File: config.mk
export PLATFORM = sky130hd
export DESIGN_NAME = bool_sweep
export DESIGN_NICKNAME = d
export VERILOG_FILES = /design/src/rtl/bool_pkg.sv /design/src/rtl/bool_func.sv /design/src/rtl/bool_sweep.sv
export SDC_FILE = /design/constraint.sdc
export NUM_CORES = 1
export LEC_CHECK = 0
export CORE_MARGIN = 3
export CORE_UTILIZATION = 55
export CTS_BUF_LIST = sky130_fd_sc_hd__clkbuf_2
export CTS_CLUSTER_SIZE = 14
export DETAILED_ROUTE_END_ITERATION = 16
export GPL_TIMING_DRIVEN = 0
export PLACE_DENSITY = 0.86
export SLEW_MARGIN = 20
export SYNTH_ARGS = -nofsm -noshare
export SYNTH_HDL_FRONTEND = slang
export SYNTH_SLANG_ARGS = --single-unit
File: constraint.sdc
create_clock -name clk -period 3.6 [get_ports clk]
set_input_delay 0.72 -clock clk [delete_from_list [all_inputs] [get_ports clk]]
set_output_delay 0.72 -clock clk [all_outputs]
set_load 0.05 [all_outputs]
File: src/rtl/bool_pkg.sv
// bool_pkg: shared mode encodings, FSM state type and legal range of N for bool_sweep.
// Rev 1.0
`default_nettype none

package bool_pkg;

   localparam int N_MIN = 2;
   localparam int N_MAX = 6;

   localparam logic [1:0] MODE_NAND_Z = 2'd0;
   localparam logic [1:0] MODE_AND    = 2'd1;
   localparam logic [1:0] MODE_OR     = 2'd2;
   localparam logic [1:0] MODE_XOR    = 2'd3;

   typedef enum logic [1:0] {
      IDLE = 2'd0,
      RUN  = 2'd1,
      DONE = 2'd2
   } state_t;

endpackage

`default_nettype wire

File: src/rtl/bool_func.sv
// bool_func: combinational evaluation of the selected Boolean function over an N-bit vector.
// Rev 1.0
`default_nettype none

module bool_func
   import bool_pkg::*;
#(
   parameter int N = 3
) (
   input  logic [1:0]   mode,
   input  logic [N-1:0] vec,
   output logic         s
);

   always_comb begin
      s = 1'b0;
      case (mode)
         // z gated by the NAND of every higher-order operand
         MODE_NAND_Z: s = vec[0] & ~(&vec[N-1:1]);
         MODE_AND:    s = &vec;
         MODE_OR:     s = |vec;
         MODE_XOR:    s = ^vec;
         default:     s = 1'b0;
      endcase
   end

endmodule

`default_nettype wire

File: src/rtl/bool_sweep.sv
// bool_sweep: walks every N-bit input vector once, building the truth table and a count of true rows.
// Rev 1.0
`default_nettype none

module bool_sweep
   import bool_pkg::*;
#(
   parameter int N = 3
) (
   input  logic              clk,
   input  logic              rst_n,
   input  logic              start,
   input  logic [1:0]        mode,
   output logic [N-1:0]      vec,
   output logic              s,
   output logic              valid,
   output logic              busy,
   output logic              done,
   output logic [N:0]        ones,
   output logic [(1<<N)-1:0] mask
);

   localparam logic [N-1:0] VEC_ONE = {{(N-1){1'b0}}, 1'b1};

   state_t     state;
   state_t     state_next;
   logic [1:0] mode_latched;
   logic       last_row;

   assign last_row = &vec;

   bool_func #(.N(N)) u_func (
      .mode (mode_latched),
      .vec  (vec),
      .s    (s)
   );

   always_ff @(posedge clk or negedge rst_n) begin
      if (!rst_n) begin
         state <= IDLE;
      end else begin
         state <= state_next;
      end
   end

   always_comb begin
      state_next = state;
      case (state)
         IDLE:    if (start) state_next = RUN;
         RUN:     if (last_row) state_next = DONE;
         DONE:    state_next = IDLE;
         default: state_next = IDLE;
      endcase
   end

   always_ff @(posedge clk or negedge rst_n) begin
      if (!rst_n) begin
         vec          <= '0;
         ones         <= '0;
         mask         <= '0;
         mode_latched <= MODE_NAND_Z;
      end else begin
         case (state)
            IDLE: begin
               if (start) begin
                  vec          <= '0;
                  ones         <= '0;
                  mask         <= '0;
                  mode_latched <= mode;
               end
            end
            RUN: begin
               mask[vec] <= s;
               ones      <= ones + {{N{1'b0}}, s};
               // vec parks on the final row so the result stays readable afterwards
               if (!last_row) begin
                  vec <= vec + VEC_ONE;
               end
            end
            default: ;
         endcase
      end
   end

   assign valid = (state == RUN);
   assign busy  = (state != IDLE);
   assign done  = (state == DONE);

endmodule

`default_nettype wire
==> impl_metrics.json, run 1 <==
{
  "synth-seq-cells": 19,
  "ctsRootBufferMaster": "clkbuf_2",
  "dr.pass1.iters": 4,
  "synth_area_um2": 1050,
  "holdPathStages": 2,
  "tightest_slew_ns": 0.861,
  "setup_viol": 0,
  "mostFrequentLayoutCell": "clkdlybuf4s50_1",
  "drive_gt1_frac": 0.131,
  "syn_inst": 103,
  "vias": 907,
  "grt_pass1_wl_um": 4080,
  "hold_violations": 0,
  "place_congestion": 0.868,
  "rsz0062_at_grt": "no",
  "cts_buffer_depth": 2,
  "path_class": "register to output pin",
  "seq_area_frac_synth": 0.452,
  "vias_per_cell": 5.85,
  "clock.fmax_ghz": 0.296,
  "cp-start-kind": "register",
  "timing.slew.headroom": 0.424,
  "synth_nets": 113,
  "final_antenna_net_count": 0,
  "insertedDiodeCount": 0,
  "num_rows": 15,
  "met2_usage": 0.346,
  "nNetsFinal": 141,
  "totalNegativeSetupSlack_ns": 0,
  "io_buffers": 23,
  "syn_area_per_cell_um2": 10.2,
  "fin_worst_skew_ns": 0.000543,
  "start_util": 0.596,
  "clk_pin_slew_worst_paths_ns": 0.18,
  "clock_sinks": 19,
  "core_area_um2": 1760,
  "drv_cap": 0,
  "area_delta_synth_final_pct": 26.6,
  "outcome": "completed",
  "hpwl_um": 1690,
  "htreeDepth": 1,
  "hold_path.class": "register to register",
  "die_h_um": 49.7,
  "post-route-period-util": 0.939,
  "ys.warnings.count": 0,
  "fin_crit_ns": 3.38,
  "overflow": 0,
  "synth.top_cell.area_share": 0.452,
  "cts_buffers": 3,
  "die-area_um2": 2470,
  "antenna_found_initial": 0,
  "crit_fanout": 9,
  "synthDistinctLibCells": 36,
  "fin_ws_ns": 0.220,
  "grt_max_degree": 20,
  "grtUsageTotal": 0.214,
  "use_met1": 0.290,
  "wirelength_um": 2330,
  "die_w_um": 49.7,
  "cts_setup_buffers": 0,
  "top_usage_layer": "met2",
  "clk-insertion-delay-late_ns": 0.30,
  "cts_tree": "yes",
  "critical_path_required_ns": 2.88,
  "worst_ep_arrival_time_ns": 2.66,
  "wl_per_cell_um": 15.0,
  "boundaryPins": 24,
  "r2r_cells": 11,
  "pre_cts_ws_ns": 0.331,
  "crit_path_end_kind": "output pin",
  "drc_errors": 0,
  "drv_slew": 0,
  "hold_buffers": 0,
  "drt_iter0_drc": 16,
  "yosys.area.top_type": "dfrtp_1",
  "grt_pass1_vias": 898,
  "mostFrequentLayoutCells": "clkdlybuf4s50_1, dfrtp_1, nand2_1, o21ai_0",
  "synth_area_leaders": "dfrtp_1, ha_1, nand2_1, o41ai_1, o21ai_0",
  "met3_usage": 0.0211
}
## through the flow
step                hold WS [ns]  cell area, µm²  utilization  std cells
floorplan                  0.424            1050            -        103
global placement           0.497            1310        0.745        151
detailed placement         0.511            1310        0.745        151
CTS                        0.551            1330        0.755        155
global route               0.584            1330        0.755        155
finish                     0.545            1330        0.755        155
## sequential cells by signal (all words and copies together), names as in the netlist
register / count
vec: 3
state: 2
mode_latched: 2
ones: 4
mask: 8
## final timing paths
check                           startpoint  slack, ns       to
worst max-delay path                vec[0]       0.22        s
worst min-delay path               mask[6]       0.54  mask[6]
worst max register to register      vec[0]       0.88  ones[2]
worst min register to register     mask[6]       0.54  mask[6]
max in group asynchronous            rst_n       2.20  ones[3]
min in group asynchronous            rst_n       0.87  mask[2]
## Yosys cell counts
cell type / count
o311ai_1: 2
or3b_4: 1
inv_1: 4
inv_2: 1
a21o_1: 1
nand3b_1: 1
o21ai_2: 1
nand3_1: 5
nand4b_1: 1
buf_6: 2
clkbuf_2: 1
nand2b_1: 4
a31oi_1: 1
nor4_1: 1
nor3b_1: 3
nor2b_1: 1
ha_1: 5
or3_1: 1
o311ai_0: 1
o31ai_4: 1
o22ai_1: 1
buf_2: 2
o21ai_0: 6
o211ai_1: 3
o31ai_1: 2
dfrtp_1: 19
nor2_1: 3
and2_1: 2
nand4_1: 2
nand2_1: 15
o311ai_2: 1
o41ai_1: 4
xor2_1: 2
buf_4: 1
or2_2: 1
nand3b_4: 1
## critical path, cell delays in order (launching register included)
cell           delay [ns]
dfrtp_1              0.41
clkbuf_2             0.22
inv_1                0.13
ha_1                 0.34
and2_1               0.19
o31ai_4              0.46
nor2_1               0.14
dlygate4sd2_1        0.46
## area by class of cell
cell class / count / area, µm²
multi-input cells: 73 / 513
repair buffers: 23 / 229
flip-flops and latches: 19 / 475
inverters: 5 / 18.8
fillers: 155 / 432
plain buffers: 6 / 45.0
clock buffers: 4 / 20.0
well taps: 25 / 31.3
## routing by layer
metal | part of all wire | vias to the layer above
met5 | 0 | -
met4 | 0.0064 | 0
met3 | 0.042 | 2
met2 | 0.51 | 31
met1 | 0.44 | 440
li1 | - | 434
## cell families (layout without fill, tap and decap cells)
family	Yosys count	count (layout)	synth area share
AO/OA/AOI/OAI	24	24	0.186
XOR/XNOR	2	2	0.0166
adder cells (fa/ha/maj)	5	5	0.0595
buffers and inverters	11	38	0.0606
flip-flops	19	19	0.452
AND/OR/NAND/NOR	42	42	0.226
## what timing repair did
action	in CTS	in global routing
gates resized for setup	1	0
setup endpoints to repair	1	0
endpoints found under the hold margin	0	0
Power of run 1 is not shown: default switching activity piles up to over one toggle a cycle in this logic, so the estimate is an artifact.
==> run 2, diff against run 1 <==
Settings changed: GPL_TIMING_DRIVEN 0 to default.
==> run 2 against run 1 <==
Effect of this change: sequential share of layout area is 0.79 points higher; register-to-register slack better by 0.27 ns; critical endpoint unchanged; design area is 2.2% lower; worst setup slack worse by 0.011 ns; die area stayed put; largest cell class unchanged; via count is 2.4% lower; utilization is 1.6 points lower; global-route usage is 1.7 points lower; sequential cell count stayed put; highest routed layer unchanged; critical path depth is 1 lower.
==> impl_metrics.json, run 2 (synthesis gave the netlist of run 1 again) <==
{
  "worst_ep_arrival_time_ns": 2.67,
  "die_h_um": 49.7,
  "hold_path.class": "register to register",
  "crit_path_frequent_cell": "ha_1",
  "num_rows": 15,
  "io_buffers": 23,
  "clk_pin_slew_worst_paths_ns": 0.16,
  "clock.fmax_ghz": 0.295,
  "boundaryPins": 24,
  "multi_input_area_um2": 513,
  "drv_slew": 0,
  "cts_setup_buffers": 0,
  "tightest_slew_ns": 0.805,
  "drv_cap": 0,
  "wirelength_um": 2130,
  "regArea_um2": 475,
  "start_util": 0.596,
  "drive_gt1_frac": 0.103,
  "fin_worst_skew_ns": 0.00267,
  "die_w_um": 49.7,
  "drt_iter0_drc": 14,
  "grtUsageTotal": 0.196,
  "cts_tree": "yes",
  "ctsRootBufferMaster": "clkbuf_2",
  "setup_viol": 0,
  "cts-resized-gates": 0,
  "hold_buffers": 0,
  "pre_cts_ws_ns": 0.603,
  "vias": 885,
  "cp-start-kind": "register",
  "max_stage_delay_ns": 0.84,
  "largest_registers": "mask x8, ones x4, vec x3",
  "area_delta_synth_final_pct": 23.9,
  "hpwl_um": 1570,
  "timing.hold.ws_ns": 0.539,
  "grt_pass1_wl_um": 3710,
  "nNetsFinal": 137,
  "outcome": "completed",
  "r2r_slack_ns": 1.15,
  "crit_slowest_cell": "clkdlybuf4s50_1",
  "clock_sinks": 19,
  "min_to": "mask[7]",
  "post-route-period-util": 0.942,
  "crit_path_end_kind": "output pin",
  "hold_start": "mask[7]",
  "grt_max_degree": 20,
  "worst_r2r_endpoint": "ones[2]",
  "dp_cells": 147,
  "hold_violations": 0,
  "grt_pass1_vias": 806,
  "nFillCells": 137,
  "rsz0062_at_grt": "no",
  "r2r_cells": 10,
  "htreeDepth": 1,
  "fin_crit_ns": 3.39,
  "core_area_um2": 1760,
  "wl_per_cell_um": 14.1,
  "mostFrequentLayoutCell": "clkdlybuf4s50_1",
  "overflow": 0,
  "cts_buffer_depth": 2,
  "holdPathStages": 2,
  "totalNegativeSetupSlack_ns": 0,
  "insertedDiodeCount": 0,
  "timing.slew.headroom": 0.461,
  "reg2reg_from": "vec[0]",
  "vias_per_cell": 5.86,
  "fin_cells": 151,
  "die-area_um2": 2470,
  "drc_errors": 0,
  "cts_buffers": 3,
  "dr.pass1.iters": 4,
  "antenna_found_initial": 0,
  "clk-insertion-delay-late_ns": 0.30,
  "crit_fanout": 10,
  "place_congestion": 0.900,
  "largest_reg_flops": 8,
  "fin_ws_ns": 0.210,
  "path_class": "register to output pin",
  "final_antenna_net_count": 0,
  "critical_path_required_ns": 2.88,
  "mostFrequentLayoutCells": "clkdlybuf4s50_1, dfrtp_1, nand2_1, o21ai_0",
  "path_cells": "ha_1 > ha_1 > a21o_1 > a31oi_1 > nor2_1 > clkdlybuf4s50_1",
  "regMostFlops": "mask"
}
==> run 2: cell count changes in the layout (fill, tap and decap cells not counted), sizes merged <==
| cell | previous run | this run |
|---|---|---|
| buf | 5 | 2 |
| dlygate4sd2 | 1 | 0 |
| clkbuf | 5 | 4 |
| clkdlybuf4s50 | 22 | 23 |
==> run 2: worst max-delay path by stage <==
stage	endpoint	start	depth (start not counted)	slack [ns]
after floorplan	ones[2]	vec[0]	11	0.50
after global placement	s	vec[1]	6	0.65
after detailed placement	s	vec[1]	6	0.60
after CTS	s	vec[1]	6	0.19
after global routing	s	vec[1]	6	0.03
final	s	vec[1]	6	0.21
==> run 2: layout make-up <==
| class | instances | area share |
|---|---|---|
| timing repair buffer | 25 | 0.188 |
| sequential | 19 | 0.365 |
| tap | 25 | 0.0240 |
| multi-input combinational | 73 | 0.393 |
| inverter | 5 | 0.0144 |
| clock buffer | 4 | 0.0154 |
==> run 2: routing by layer <==
metal  GRT usage  wire (µm)  vias to the layer above
met3      0.0393        151                        4
met5           0          0                        -
met2       0.295       1010                       46
met4      0.0968         29                        0
met1       0.268        943                      412
li1            -          -                      423
==> run 2: critical path: cells and delay by family, from the launching register on <==
kind,cells,cell delay (ns)
AO/OA/AOI/OAI,2,0.26
adder cells (fa/ha/maj),2,0.46
buffers and inverters,1,0.84
flip-flops,1,0.60
AND/OR/NAND/NOR,1,0.21
==> run 2: metrics by stage <==
step	utilization	cell area [µm²]
floorplan	-	1050
global placement	0.728	1280
detailed placement	0.728	1280
CTS	0.739	1300
global route	0.739	1300
finish	0.739	1300
Power of run 2 is left out for the same reason.
==> run 3, diff against run 2 <==
Settings changed: PLACE_DENSITY 0.86 to 0.9.
==> run 3 against run 2 <==
Effect of this change: design area is the same; die area is the same; non-clock buffer count is the same; wire length grew 5.5%; critical path depth is the same; register-to-register slack gained 0.07 ns; first-iteration DRC count grew 130%; count of clock-buffer cells in the layout shrank 1; fmax grew 2.0%; clock skew grew 0.0021 ns; worst setup slack gained 0.066 ns; critical endpoint unchanged.
==> impl_metrics.json, run 3 (synthesis gave the netlist of run 1 again) <==
{
  "outcome": "completed",
  "clk_pin_slew_worst_paths_ns": 0.18,
  "critical_path_required_ns": 2.88,
  "fin_crit_ns": 3.32,
  "grt_pass1_wl_um": 3970,
  "antenna_found_initial": 0,
  "rsz0062_at_grt": "no",
  "largest_reg_flops": 8,
  "vias": 893,
  "wirelength_um": 2250,
  "totalNegativeSetupSlack_ns": 0,
  "setup_viol": 0,
  "mostFrequentLayoutCell": "clkdlybuf4s50_1",
  "regMostFlops": "mask",
  "start_util": 0.596,
  "hold_buffers": 0,
  "path_class": "register to output pin",
  "grt_pass1_vias": 847,
  "worst_ep_arrival_time_ns": 2.60,
  "tightest_slew_ns": 0.811,
  "nFillCells": 138,
  "drive_gt1_frac": 0.103,
  "nNetsFinal": 137,
  "die_w_um": 49.7,
  "max_stage_delay_ns": 0.71,
  "area_delta_synth_final_pct": 23.9,
  "pre_cts_ws_ns": 0.641,
  "hpwl_um": 1700,
  "fin_worst_skew_ns": 0.00476,
  "num_rows": 15,
  "core_area_um2": 1760,
  "timing.slew.headroom": 0.457,
  "insertedDiodeCount": 0,
  "cp_top_family": "buffers and inverters",
  "clock.fmax_ghz": 0.301,
  "wl_per_cell_um": 14.9,
  "die_h_um": 49.7,
  "cts_buffer_depth": 2,
  "hold_path.class": "register to register",
  "crit_slowest_cell": "clkdlybuf4s50_1",
  "cts_buffers": 3,
  "place_congestion": 0.923,
  "clock_sinks": 19,
  "cts_setup_buffers": 0,
  "cp-start-kind": "register",
  "dr.pass1.iters": 4,
  "drc_errors": 0,
  "vias_per_cell": 5.91,
  "clk-insertion-delay-late_ns": 0.30,
  "cts_tree": "yes",
  "final_antenna_net_count": 0,
  "path_cells": "inv_1 > ha_1 > and2_1 > o31ai_4 > nor2_1 > clkdlybuf4s50_1",
  "fin_ws_ns": 0.275,
  "htreeDepth": 1,
  "crit_buf_inv": 2,
  "hold_violations": 0,
  "crit_path_end_kind": "output pin",
  "mostFrequentLayoutCells": "clkdlybuf4s50_1, dfrtp_1, nand2_1, o21ai_0",
  "post-route-period-util": 0.924,
  "drv_slew": 0,
  "ctsRootBufferMaster": "clkbuf_2",
  "grt_max_degree": 20,
  "overflow": 0,
  "grtUsageTotal": 0.206,
  "drv_cap": 0,
  "io_buffers": 23,
  "drt_iter0_drc": 32,
  "crit_fanout": 10,
  "boundaryPins": 24,
  "die-area_um2": 2470,
  "cts-resized-gates": 0,
  "largest_registers": "mask x8, ones x4, vec x3"
}
[run 3: final cells by class]
| class | count | area (µm²) | share of cell area |
|---|---|---|---|
| clock buffers | 3 | 15.0 | 0.0115 |
| clock inverters | 1 | 5.00 | 0.00384 |
| inverters | 5 | 18.8 | 0.0144 |
| multi-input cells | 73 | 513 | 0.393 |
| flip-flops and latches | 19 | 475 | 0.365 |
| well taps | 25 | 31.3 | 0.0240 |
| repair buffers | 25 | 245 | 0.188 |
[run 3: metal layers]
layer | track usage | wire [µm] | vias to the layer above | part of all wire
li1 | - | - | 423 | -
met1 | 0.278 | 994 | 423 | 0.44
met2 | 0.333 | 1070 | 38 | 0.47
met3 | 0.0332 | 130 | 9 | 0.058
met4 | 0.0783 | 57 | 0 | 0.025
met5 | 0 | 0 | - | 0
[run 3: stage by stage]
stage               instances  instance area, µm²  utilization  hold slack, ns
global placement          147                1280        0.728           0.498
floorplan                 103                1050            -           0.424
CTS                       151                1300        0.739           0.555
detailed placement        147                1280        0.728           0.517
global route              151                1300        0.739           0.586
finish                    151                1300        0.739           0.548
[run 3: path summary, 6_finish.rpt]
path	from	end	slack, ns	depth (start not counted)
worst min register to register	mask[6]	mask[6]	0.55	2
worst min-delay path	mask[6]	mask[6]	0.55	2
min in group asynchronous	rst_n	mask[1]	0.86	1
max in group asynchronous	rst_n	vec[2]	2.25	1
worst max register to register	vec[1]	ones[2]	1.22	10
worst max-delay path	vec[1]	s	0.28	6
[run 3: worst register-to-register path, delay by kind of cell, from the launching register on]
kind                     cells  cell delay (ns)
AO/OA/AOI/OAI                1             0.25
XOR/XNOR                     1             0.15
AND/OR/NAND/NOR              4             0.42
flip-flops                   1             0.61
buffers and inverters        1             0.13
adder cells (fa/ha/maj)      3             0.72
Power of run 3 is left out for the same reason.
